===== config.mk =====
export PLATFORM = sky130hd
export DESIGN_NAME = layer2_mac_neuron
export DESIGN_NICKNAME = d
export VERILOG_FILES = /design/src/rtl/layer2_mac_neuron.sv
export SDC_FILE = /design/constraint.sdc
export NUM_CORES = 1
export LEC_CHECK = 0
export CAP_MARGIN = 40
export CORE_AREA = 2 2 55 57
export DETAILED_ROUTE_END_ITERATION = 8
export DIE_AREA = 0 0 57 59
export PLACE_DENSITY = 0.8
export SLEW_MARGIN = 5
export SYNTH_ARGS = -nofsm -noshare
export SYNTH_HDL_FRONTEND = slang
export SYNTH_SLANG_ARGS = --single-unit

===== constraint.sdc =====
create_clock -name clk -period 6 [get_ports clk]
set_input_delay 1.2 -clock clk [delete_from_list [all_inputs] [get_ports clk]]
set_output_delay 1.2 -clock clk [all_outputs]
set_load 0.01 [all_outputs]

===== src/rtl/layer2_mac_neuron.sv =====
// layer2_mac_neuron: time-multiplexed output neuron for the second layer.
// Accumulates 48 activation x ternary-weight products, adds a bias,
// saturates to a signed 6-bit logit and pulses done for one cycle.
// The parent drives input_val/weight combinationally from mac_count_out,
// and holds bias stable while the evaluation runs.
module layer2_mac_neuron (
   input  logic       clk,
   input  logic       rst_n,
   input  logic       start,
   input  logic [1:0] input_val,
   input  logic [1:0] weight,
   input  logic [3:0] bias,
   output logic       done,
   output logic [5:0] result,
   output logic [5:0] mac_count_out
);

   localparam logic [5:0] LAST_INDEX = 6'd47;

   typedef enum logic [1:0] {
      IDLE = 2'd0,
      MAC  = 2'd1,
      BIAS = 2'd2,
      OUT  = 2'd3
   } state_t;

   // state is kept as a named enum signal so checkers can bind to it
   state_t state;
   state_t state_next;

   logic signed [8:0] acc;
   logic signed [8:0] acc_next;
   logic        [5:0] count_next;
   logic        [5:0] result_next;
   logic              done_next;

   logic signed [8:0] act_ext;
   logic signed [8:0] product;
   logic signed [8:0] bias_ext;
   logic        [5:0] sat_val;

   // product of the current activation and the decoded ternary weight
   always_comb begin
      act_ext = {{7{input_val[1]}}, input_val};
      product = 9'sd0;
      case (weight)
         2'b01:   product = act_ext;
         2'b11:   product = -act_ext;
         default: product = 9'sd0;   // 00 is zero, 10 is reserved and treated as zero
      endcase
   end

   // sign-extended bias and the 6-bit saturated view of the accumulator
   always_comb begin
      bias_ext = {{5{bias[3]}}, bias};
      if (acc > 9'sd31) begin
         sat_val = 6'b011111;
      end else if (acc < -9'sd32) begin
         sat_val = 6'b100000;
      end else begin
         sat_val = acc[5:0];
      end
   end

   // next-state and next-value logic; done defaults low so it only pulses
   always_comb begin
      state_next  = state;
      acc_next    = acc;
      count_next  = mac_count_out;
      result_next = result;
      done_next   = 1'b0;
      case (state)
         IDLE: begin
            if (start) begin
               acc_next   = 9'sd0;
               count_next = 6'd0;
               state_next = MAC;
            end
         end
         MAC: begin
            acc_next = acc + product;
            if (mac_count_out == LAST_INDEX) begin
               state_next = BIAS;
            end else begin
               count_next = mac_count_out + 6'd1;
            end
         end
         BIAS: begin
            acc_next   = acc + bias_ext;
            state_next = OUT;
         end
         OUT: begin
            result_next = sat_val;
            done_next   = 1'b1;
            count_next  = 6'd0;
            state_next  = IDLE;
         end
         default: begin
            state_next = IDLE;
         end
      endcase
   end

   // state and datapath registers; reset aborts any evaluation in progress
   always_ff @(posedge clk or negedge rst_n) begin
      if (!rst_n) begin
         state         <= IDLE;
         acc           <= 9'sd0;
         mac_count_out <= 6'd0;
         result        <= 6'd0;
         done          <= 1'b0;
      end else begin
         state         <= state_next;
         acc           <= acc_next;
         mac_count_out <= count_next;
         result        <= result_next;
         done          <= done_next;
      end
   end

endmodule


==> impl_metrics.yaml <==
outcome:
  status: "finished clean"
placement:
  gp_congestion: 0.848
  dp_hpwl_mm: 2.66
  io_buffers: 23
cells_and_area:
  regArea_um2: 601
  final_nets: 215
  nFillCells: 232
  multi_input_area_um2: 916
  drive_gt1_share_pct: 7.53
  antenna-diode-count: 0
  area_growth_pct: 22.7
sta:
  finalMaxSlewViolations: 0
  fmax_mhz: 282
  rsz0062_at_grt: "false"
  fin_crit_sh_pct: 59.2
  tns_ns: 0
  hold_violations: 0
  setup_viol: 0
  worst_pin_slew_ns: 0.631
  clock_skew_ns: 0.00612
  relSlewSlack_pct: 56.7
  period_needed_ns: 3.55
detailed_routing:
  drtPass1Iterations: 4
  routedWlPerCell_um: 15.4
  drc: 0
  viasPerCell: 6.01
  ant_nets: 0
  drtIter0Drc: 36
  drt_wl_total_mm: 3.35
  num_vias: 1305
floorplanning:
  core_area_um2: 2710
  die_area_um2: 3360
  io_pins: 24
  rows: 19
  start_util_pct: 56.6
  dieWidth_um: 57
  die_y_um: 59
yosys:
  synth_area_per_cell_um2: 9.72
  synthAdderAreaFrac_pct: 14.3
  synthCells: 158
  yosysWarnings: 0
  synthMostInstantiatedCell: "dfrtp_1"
  async_flop_share_pct: 100
  synth_compound_area_share_pct: 21.4
  synthTopCellsByCount: "24 x dfrtp_1, 20 x nor2_1, 16 x ha_1"
  yosysUniqueCellTypes: 40
  synth_seq_area_share_pct: 39.1
  ys_seq_elements: 24
  synth_top_area_share_pct: 39.1
  muxShareOfSynthArea_pct: 4.24
  netlist_area_um2: 1540
  yosys.area.top_type: "dfrtp_1"
  synth_ff_type: "dfrtp_1"
  synth_top_family_by_area: "compound AO/OA/AOI/OAI gates"
  synth_edf_count: 0
  synth_xor_area_share_pct: 2.28
  synth-simple-area-share_pct: 17.4
  synth_area_leaders: "dfrtp_1 39%, ha_1 13%, nor2_1 4.9%"
  syn_nets: 186
power:
  power_w: 0.000988
  vdd_drop_max_uv: 304
  p_leak_nw: 0.863
  power_density_nw_per_um2: 524
worst_setup_path:
  crit_path_start_kind: "input pin"
  required_ns: 6.22
  critPathCaptureType: "register"
  crit_type: "in -> reg"
  worstPathMaxFanout: 3
  worstPathArrival_ns: 3.77
global_routing:
  grt_max_degree: 21
  grt_pass1_wl_mm: 5.71
  gr-usage-all-layers_pct: 22.2
  overflow: 0
  grt_pass1_vias: 1274
  antenna_found_initial: 0
cts:
  post_cts_buffers: 0
  insertion_delay_ns: 0.32
  cts_made_buffers: 3
  cts_root_buf: "clkbuf_4"
  cts.htree.levels: 1
  ctsHoldBuffers: 0
  cts_tree: "built"
  ctsResizeCount: 0
  clk_pin_slew_ns: 0.14
  cts_buffer_depth: 2
  clock-sinks: 24
hold_path:
  min_path_type: "reg -> reg"
run:
  drv_cap: 0
-- final cells by class --
type / count / area share (%)
Clock inverter: 1 / 1.59
Multi-Input combinational cell: 129 / 48.6
Inverter: 5 / 0.996
Tap cell: 31 / 2.06
Clock buffer: 3 / 1.20
Sequential cell: 24 / 31.9
Timing Repair Buffer: 24 / 13.7
-- through the flow --
step                      worst slack [ns]  util (%)  cell area, um^2  hold slack [ns]  std cells
after floorplan                       2.82         -             1540            0.478        158
after global placement                2.22      66.6             1800            0.490        212
final                                 2.45      69.5             1880            0.522        217
after global routing                  2.27      69.5             1880            0.559        217
after CTS                             2.43      69.5             1880            0.527        217
after detailed placement              2.08      67.6             1830            0.496        213
-- sequential cells by signal, indices dropped and copies added, names as in the netlist --
register       cells
state              2
done               1
mac_count_out      6
result             6
acc                9
-- kinds of logic (layout without fill, tap and decap cells) --
family | Yosys count | in the layout
buffers and inverters | 5 | 33
and+or+nand+nor | 54 | 54
adders and majority gates | 17 | 17
xor gates and xnor gates | 4 | 4
AOI/OAI and AO/OA | 48 | 48
DFF | 24 | 24
muxes | 6 | 6
-- path summary, 6_finish.rpt --
check | from | end | slack (ns) | cells past startpoint
worst min register to register | result[3] | result[3] | 0.52 | 2
worst max-delay path | input_val[1] | acc[6] | 2.45 | 12
worst min-delay path | result[3] | result[3] | 0.52 | 2
max in group asynchronous | rst_n | acc[0] | 4.46 | 2
worst max register to register | state[0] | acc[6] | 3.05 | 10
min in group asynchronous | rst_n | mac_count_out[1] | 1.14 | 1
-- routing by layer --
metal	vias to the layer above	global-route usage [%]	wire length, um
met5	-	0	0
met4	0	8.31	63
met3	8	1.53	122
met2	40	42.2	1740
met1	620	26.3	1420
li1	637	-	-
-- report_power, final --
part | switching, W | leakage [nW] | internal, W
logic | 0.000310 | 0.537 | 0.000273
registers | 0.0000596 | 0.299 | 0.000228
clock network | 0.0000501 | 0.0279 | 0.0000675
total | 0.000420 | 0.863 | 0.000568
-- cell usage in the layout (no fill, tap or decap), types with 3 or more instances in the layout --
| master | Yosys | routed |
|---|---|---|
| dfrtp_1 | 24 | 24 |
| clkdlybuf4s50_1 | 0 | 23 |
| nor2_1 | 20 | 20 |
| ha_1 | 16 | 16 |
| nand2_1 | 13 | 13 |
| o21ai_0 | 10 | 10 |
| a21oi_1 | 10 | 10 |
| inv_1 | 5 | 5 |
| a22o_1 | 5 | 5 |
| nand3_1 | 5 | 5 |
| o21ai_1 | 3 | 3 |
| mux2_2 | 3 | 3 |
| o31ai_1 | 3 | 3 |
| clkbuf_4 | 0 | 3 |
-- critical path, cell delays in order --
cell             delay (ns)
clkdlybuf4s50_1        0.50
inv_1                  0.05
ha_1                   0.26
nand2_1                0.05
o21ai_0                0.07
o21ai_0                0.17
fa_1                   0.47
nand3_1                0.14
a21boi_1               0.10
o21a_1                 0.18
or3_1                  0.32
a32o_1                 0.25
Power figures use the tool's default switching activity.
